==> src/rtl/hansen_uart_tx_if.sv <==
// hansen_uart_tx_if: store-path push port and polling status of the UART transmitter
//   wr_en, wr_data        push request from the core (master drives)
//   fifo_full/empty/count FIFO occupancy status (slave drives)
//   busy, overflow        serializer activity and sticky drop flag (slave drives)
interface hansen_uart_tx_if #(parameter int FIFO_DEPTH = 16);
    logic                          wr_en;
    logic [7:0]                    wr_data;
    logic                          fifo_full;
    logic                          fifo_empty;
    logic [$clog2(FIFO_DEPTH):0]   fifo_count;
    logic                          busy;
    logic                          overflow;
    modport master (output wr_en, wr_data, input fifo_full, fifo_empty, fifo_count, busy, overflow);
    modport slave  (input wr_en, wr_data, output fifo_full, fifo_empty, fifo_count, busy, overflow);
endinterface

==> src/rtl/hansen_uart_tx.sv <==
// hansen_uart_tx: FIFO-buffered 8N1 UART transmitter, LSB first
//   clk      system clock, rising edge
//   reset_n  synchronous active-low reset
//   bus      push port (wr_en/wr_data) and status (fifo_full/empty/count, busy, overflow)
//   tx       serial line, idle high
module hansen_uart_tx #(
    parameter int CLK_HZ     = 100_000_000,
    parameter int BAUD       = 115200,
    parameter int FIFO_DEPTH = 16
) (
    input  logic                   clk,
    input  logic                   reset_n,
    hansen_uart_tx_if.slave        bus,
    output logic                   tx
);
    localparam int CPB = CLK_HZ / BAUD;
    localparam int AW  = $clog2(FIFO_DEPTH);
    localparam int CW  = $clog2(CPB);

    if (CPB < 2) begin : g_bad_cpb
        $error("CLKS_PER_BIT must be >= 2");
    end
    if (FIFO_DEPTH < 2 || (1 << AW) != FIFO_DEPTH) begin : g_bad_depth
        $error("FIFO_DEPTH must be a power of two >= 2");
    end

    typedef enum logic [1:0] {IDLE, START, DATA, STOP} state_t;

    state_t        state, state_n;
    logic [CW-1:0] cnt, cnt_n;
    logic [2:0]    idx, idx_n;
    logic [7:0]    shift, shift_n;
    logic [7:0]    mem [FIFO_DEPTH];
    logic [AW-1:0] wptr, rptr;
    logic [AW:0]   count, count_n;
    logic          full, empty, busy, overflow;
    logic          push, pop, tick;

    assign bus.fifo_full  = full;
    assign bus.fifo_empty = empty;
    assign bus.fifo_count = count;
    assign bus.busy       = busy;
    assign bus.overflow   = overflow;

    always_comb begin
        push    = bus.wr_en && !full;
        tick    = cnt == CW'(CPB - 1);
        state_n = state;
        cnt_n   = tick ? '0 : cnt + 1'b1;
        idx_n   = idx;
        shift_n = shift;
        pop     = 1'b0;
        case (state)
            IDLE: begin
                cnt_n = '0;
                if (!empty) begin
                    pop     = 1'b1;
                    shift_n = mem[rptr];
                    state_n = START;
                end
            end
            START: if (tick) begin
                state_n = DATA;
                idx_n   = '0;
            end
            DATA: if (tick) begin
                shift_n = shift >> 1;
                idx_n   = idx + 3'd1;
                if (idx == 3'd7) state_n = STOP;
            end
            STOP: if (tick) begin
                // back-to-back frames: reload straight from the FIFO without passing IDLE
                if (!empty) begin
                    pop     = 1'b1;
                    shift_n = mem[rptr];
                    state_n = START;
                end else begin
                    state_n = IDLE;
                end
            end
            default: state_n = IDLE;
        endcase
        count_n = count + (AW+1)'(push) - (AW+1)'(pop);
    end

    always_ff @(posedge clk) begin
        if (!reset_n) begin
            state    <= IDLE;
            cnt      <= '0;
            idx      <= '0;
            shift    <= '0;
            wptr     <= '0;
            rptr     <= '0;
            count    <= '0;
            full     <= 1'b0;
            empty    <= 1'b1;
            busy     <= 1'b0;
            overflow <= 1'b0;
            tx       <= 1'b1;
        end else begin
            state    <= state_n;
            cnt      <= cnt_n;
            idx      <= idx_n;
            shift    <= shift_n;
            if (push) wptr <= wptr + 1'b1;
            if (pop)  rptr <= rptr + 1'b1;
            count    <= count_n;
            full     <= count_n == (AW+1)'(FIFO_DEPTH);
            empty    <= count_n == '0;
            busy     <= state_n != IDLE || count_n != '0;
            overflow <= overflow | (bus.wr_en & full);
            // line level follows the current state, so it lags the state register by one cycle
            tx       <= state == START ? 1'b0 : state == DATA ? shift[0] : 1'b1;
        end
    end

    always_ff @(posedge clk) begin
        if (push) mem[wptr] <= bus.wr_data;
    end

    a_wr_data_known: assert property (@(posedge clk) disable iff (!reset_n) bus.wr_en |-> !$isunknown(bus.wr_data));
endmodule
==> src/flat_wrapper.sv <==
// flat-port wrapper written by rule: the top's interface ports become plain ports
module hansen_uart_tx_flat 
#(
    parameter int CLK_HZ     = 100_000_000,
    parameter int BAUD       = 115200,
    parameter int FIFO_DEPTH = 16
)
  (clk, reset_n, tx, bus_wr_en, bus_wr_data, bus_fifo_full, bus_fifo_empty, bus_fifo_count, bus_busy, bus_overflow);
  hansen_uart_tx_if #(.FIFO_DEPTH(FIFO_DEPTH)) bus_i ();
  input  logic clk;
  input  logic reset_n;
  output logic tx;
  input wire logic [$bits(bus_i.wr_en)-1:0] bus_wr_en;
  input wire logic [$bits(bus_i.wr_data)-1:0] bus_wr_data;
  output wire logic [$bits(bus_i.fifo_full)-1:0] bus_fifo_full;
  output wire logic [$bits(bus_i.fifo_empty)-1:0] bus_fifo_empty;
  output wire logic [$bits(bus_i.fifo_count)-1:0] bus_fifo_count;
  output wire logic [$bits(bus_i.busy)-1:0] bus_busy;
  output wire logic [$bits(bus_i.overflow)-1:0] bus_overflow;
  assign bus_i.wr_en = bus_wr_en;
  assign bus_i.wr_data = bus_wr_data;
  assign bus_fifo_full = bus_i.fifo_full;
  assign bus_fifo_empty = bus_i.fifo_empty;
  assign bus_fifo_count = bus_i.fifo_count;
  assign bus_busy = bus_i.busy;
  assign bus_overflow = bus_i.overflow;
  hansen_uart_tx #(.CLK_HZ(CLK_HZ), .BAUD(BAUD), .FIFO_DEPTH(FIFO_DEPTH)) u_core (.clk(clk), .reset_n(reset_n), .bus(bus_i), .tx(tx));
endmodule
==> config.mk <==
export PLATFORM = sky130hd
export DESIGN_NAME = hansen_uart_tx_flat
export DESIGN_NICKNAME = d
export VERILOG_FILES = /design/src/rtl/hansen_uart_tx_if.sv /design/src/rtl/hansen_uart_tx.sv /design/src/flat_wrapper.sv
export SDC_FILE = /design/constraint.sdc
export NUM_CORES = 1
export LEC_CHECK = 0
export CAP_MARGIN = 10
export CORE_ASPECT_RATIO = 1.4
export CORE_MARGIN = 2
export CORE_UTILIZATION = 35
export CTS_CLUSTER_SIZE = 16
export DETAILED_ROUTE_END_ITERATION = 10
export PLACE_DENSITY_LB_ADDON = 0.12
export SYNTH_ARGS = -nofsm -noshare
export SYNTH_HDL_FRONTEND = slang
export SYNTH_SLANG_ARGS = --single-unit
==> constraint.sdc <==
create_clock -name clk -period 9.62 [get_ports clk]
set_clock_uncertainty 0.1 [all_clocks]
set_input_delay 2.405 -clock clk [delete_from_list [all_inputs] [get_ports clk]]
set_output_delay 2.405 -clock clk [all_outputs]
set_load 0.03 [all_outputs]
==> results_tabular.tex <==
\begin{tabular}{lr}
\hline
Metric & Value \\
\hline
\multicolumn{2}{l}{\textbf{Status}} \\
Result of the run & completed \\
\multicolumn{2}{l}{\textbf{Power}} \\
Net switching fraction of the power & 27.90\% \\
Combinational share of power & 20.8\% \\
Max rail drop VDD & 0.1222 mV \\
Ratio of total power to cell area & 253.5 nW/um\^{}2 \\
Overall power of the completed layout & 2.051 mW \\
Internal cell power & 1.479 mW \\
P\_leak & 2.654 nW \\
Net Switching & 0.5723 mW \\
Share of total power in the clock network & 36.0\% \\
Reg power frac & 43.2\% \\
\multicolumn{2}{l}{\textbf{Timing}} \\
RSZ-0062 raised after global routing & no \\
Min cycle time layout & 5.270 ns \\
Fmax & 0.1897 GHz \\
Crit share post-route & 54.78\% \\
Slew Viols, Final & 0 \\
Number of endpoints with negative hold slack in the final report & 0 \\
Setup Total Neg Slack & 0 ns \\
Worst max-slew margin expressed relative to the limit & 26.43\% \\
Measured slew at the worst slew-check pin & 1.095 ns \\
Endpoints failing setup & 0 \\
\multicolumn{2}{l}{\textbf{Drt}} \\
Total via count in the routed design & 3608 \\
Wl on met1 & 5956 um \\
Drt wl/cell & 19.07 um \\
First DRT Iteration DRCs & 209 \\
Total met2 wirelength after detailed routing & 7447 um \\
Number of vias per cell after detailed routing & 4.949 \\
Top Layer Used & met4 \\
Drt first pass iters & 4 \\
Routed WL & 13900 um \\
Routed wire length on met3 & 308 um \\
Number of nets with antenna violations after detailed routing & 0 \\
\# DRC & 0 \\
\multicolumn{2}{l}{\textbf{Cells and area}} \\
Signed area change from the synthesized netlist to the final layout & 16.06\% \\
NumNets Final & 494 \\
Total inserted antenna cells & 0 \\
Fraction of final layout cells sized beyond drive strength 1 & 15.93\% \\
\multicolumn{2}{l}{\textbf{Logic synthesis}} \\
Number of synthesized register bits & 173 \\
Number of flops mapped to enable cells by yosys & 128 \\
Synth Area in XOR/XNOR & 2.261\% \\
Post-synthesis net count & 469 \\
Area share of fa/ha/maj cells after synthesis & 3.518\% \\
Top area cells in the synthesized netlist & edfxtp\_1 (55\%), dfxtp\_1 (13\%), mux4\_2 (10\%) \\
Register area share after synthesis & 68.05\% \\
Distinct cell type count of the synthesized netlist & 45 \\
Async set or reset register ratio after synthesis & 0\% \\
Share of cell area taken by muxes after synthesis & 10.62\% \\
Avg Synthesized Cell Area & 15.88 um\^{}2 \\
Mapped cell area & 6972 um\^{}2 \\
Yosys Warn Count & 0 \\
Fraction of post-synthesis cell area in the top cell type by area & 55.13\% \\
Library cell occupying the most area in the post-synthesis netlist & edfxtp\_1 \\
Top\_reg\_cell synth & edfxtp\_1 \\
Post-Synth Simple-Gate Area & 7.950\% \\
Post-synthesis compound-gate area fraction & 5.779\% \\
Cell with the most instances after synthesis & edfxtp\_1 \\
Cell count after synthesis & 439 \\
Most instantiated cells after synthesis & edfxtp\_1 (128), dfxtp\_1 (45), mux4\_2 (32), nor2\_1 (30), a21oi\_1 (27) \\
Combinational family with the most area after synthesis & multiplexers \\
\multicolumn{2}{l}{\textbf{Critical path}} \\
Reg2Reg Depth & 14 \\
Data arrival time at the worst-slack endpoint & 5.47 ns \\
Crit path launch & bus\_wr\_en \\
Cell class contributing the biggest share of worst-path delay & simple AND/OR/NAND/NOR gates \\
Critical-path maximum fanout & 9 \\
Worst setup EP type & flip-flop \\
Cell Chain, Critical Path & clkdlybuf4s50\_1 > nor2b\_1 > ha\_1 > inv\_1 > fa\_1 > nand2b\_1 > a21oi\_1 > xnor2\_1 > o41ai\_1 > or3b\_1 \\
Critical path class & in2reg \\
Largest stage delay, worst path & 0.66 ns \\
Number of gates on the worst path with buffers counted & 10 \\
Reg-to-reg endpoint & u\_core.bus.busy\$\_SDFF\_PN0\_ \\
Critical Path Start Type & primary input \\
Destination of the critical timing path & u\_core.bus.busy\$\_SDFF\_PN0\_ \\
Slowest cell on crit path & nor2b\_1 \\
Buffering stage count on the worst path with inverters included & 2 \\
Required time reported for the critical path endpoint & 9.82 ns \\
R2R Setup Slk & 5.61 ns \\
Origin of the critical flop-to-flop path & u\_core.cnt[0]\$\_SDFF\_PP0\_ \\
\multicolumn{2}{l}{\textbf{Clock network}} \\
Later-pin clock latency in the skew report & 0.42 ns \\
CTS Buf Count & 17 \\
TritonCTS Sinks & 173 \\
Clk buf depth & 2 \\
Clock slew at reported path FFs & 0.07 ns \\
Count of instances resized after the clock tree is built & 0 \\
Clk root buf & clkbuf\_16 \\
Clock tree from TritonCTS & yes \\
CTS H-Tree Depth & 4 \\
Hold bufs inserted after CTS & 0 \\
Post-CTS setup repair buffer count & 0 \\
\multicolumn{2}{l}{\textbf{GRT}} \\
Largest net degree at the start of global routing & 36 \\
Total Routing Usage GR & 14.42\% \\
Aggregate global routing overflow & 0 \\
Antenna violations before repair & 0 \\
Wire length of the first global-routing pass & 22140 um \\
Vias in the first global route & 3884 \\
\multicolumn{2}{l}{\textbf{Floorplanning}} \\
Core ar. & 19690 um\^{}2 \\
Number of placement rows & 61 \\
\# IOs & 21 \\
Die Footprint & 21080 um\^{}2 \\
Starting utilization of the core area & 35.40\% \\
Die Y & 171.0 um \\
Die Span X & 123.3 um \\
\multicolumn{2}{l}{\textbf{Place}} \\
Global placement routability congestion & 0.7210 \\
Port Buffer Count & 20 \\
Post-DP HPWL & 9306 um \\
\multicolumn{2}{l}{\textbf{Min path}} \\
Min-Delay Path Class & reg2reg \\
Min-Delay Startpoint & u\_core.cnt[0]\$\_SDFF\_PP0\_ \\
\multicolumn{2}{l}{\textbf{Job}} \\
Max-Cap Viols & 0 \\
\hline
\end{tabular}
worst register-to-register path, stage by stage (launching register included):
cell	delay, ns
dfxtp_1	0.38
ha_1	0.24
and4bb_4	0.30
a41oi_1	0.21
nor3_1	0.48
ha_1	0.33
inv_1	0.06
ha_1	0.16
inv_1	0.06
fa_1	0.39
nand2b_1	0.16
a21oi_1	0.15
xnor2_1	0.10
o41ai_1	0.38
or3b_1	0.39
layout by cell type, fill, tap and decap left out, drive strengths merged, types with 9 or more instances in the layout:
cell type / instances
edfxtp: 128
nand2: 12
xnor2: 11
inv: 21
clkdlybuf4s50: 20
ha: 18
clkbuf: 19
and2: 15
a22oi: 15
a21oi: 27
mux4: 32
nor2b: 11
o21ai: 9
dfxtp: 45
nor2: 30
sequential cells by signal, summed over array words and instances, names as in the netlist, 2 cells and up, named ones only:
signal,count
u_core.idx,3
u_core.rptr,4
u_core.cnt,10
u_core.state,2
u_core.bus.fifo_count,5
u_core.shift,8
u_core.wptr,4
u_core.mem,128
per-stage QoR:
| stage | hold slack, ns | std cells | worst slack [ns] | util (%) | area, um^2 |
|---|---|---|---|---|---|
| floorplan | 0.3302 | 439 | 4.946 | - | 6972 |
| detailed placement | 0.3566 | 694 | 3.903 | 37.71 | 7426 |
| global route | 0.4010 | 729 | 4.175 | 41.09 | 8092 |
| CTS | 0.3733 | 726 | 4.349 | 40.99 | 8071 |
| global placement | 0.3560 | 694 | 3.984 | 37.71 | 7426 |
| finish | 0.3698 | 729 | 4.350 | 41.09 | 8092 |
kinds of logic after synthesis:
logic type / Yosys count
AO/OA/AOI/OAI: 63
XOR/XNOR: 18
adder cells (fa/ha/maj): 19
buffers and inverters: 32
flip-flops: 173
multiplexers: 34
AND/OR/NAND/NOR: 100
layout make-up:
cell class | count | area, um^2
timing repair buffer | 25 | 235.2
multi-input combinational | 234 | 2101
clock inverter | 15 | 220.2
clock buffer | 17 | 425.4
tap | 252 | 315.3
fill | 1793 | 11600
inverter | 13 | 48.80
sequential | 173 | 4746
power groups by stage:
stage	Combinational, mW	Sequential, mW	Clock [mW]
6_report	0.427	0.885	0.739
5_1_grt	0.478	0.892	0.788
4_1_cts	0.435	0.887	0.758
3_5_place_dp	0.433	0.903	0
3_3_place_gp	0.427	0.901	0
2_1_floorplan	0.293	0.920	0
how the worst min path moves through the flow:
| stage | endpoint | depth (start not counted) |
|---|---|---|
| final | u_core.cnt[0]$_SDFF_PP0_ | 1 |
| after global routing | u_core.cnt[0]$_SDFF_PP0_ | 1 |
| after CTS | u_core.cnt[0]$_SDFF_PP0_ | 1 |
| after detailed placement | u_core.cnt[0]$_SDFF_PP0_ | 1 |
| after global placement | u_core.cnt[0]$_SDFF_PP0_ | 1 |
| after floorplan | u_core.cnt[0]$_SDFF_PP0_ | 1 |
metal layers:
layer,vias to the layer above,GRT usage [%]
met2,50,25.39
met3,10,3.100
met1,1817,17.27
met4,0,4.941
li1,1731,-
met5,-,0
Power figures use the tool's default switching activity.
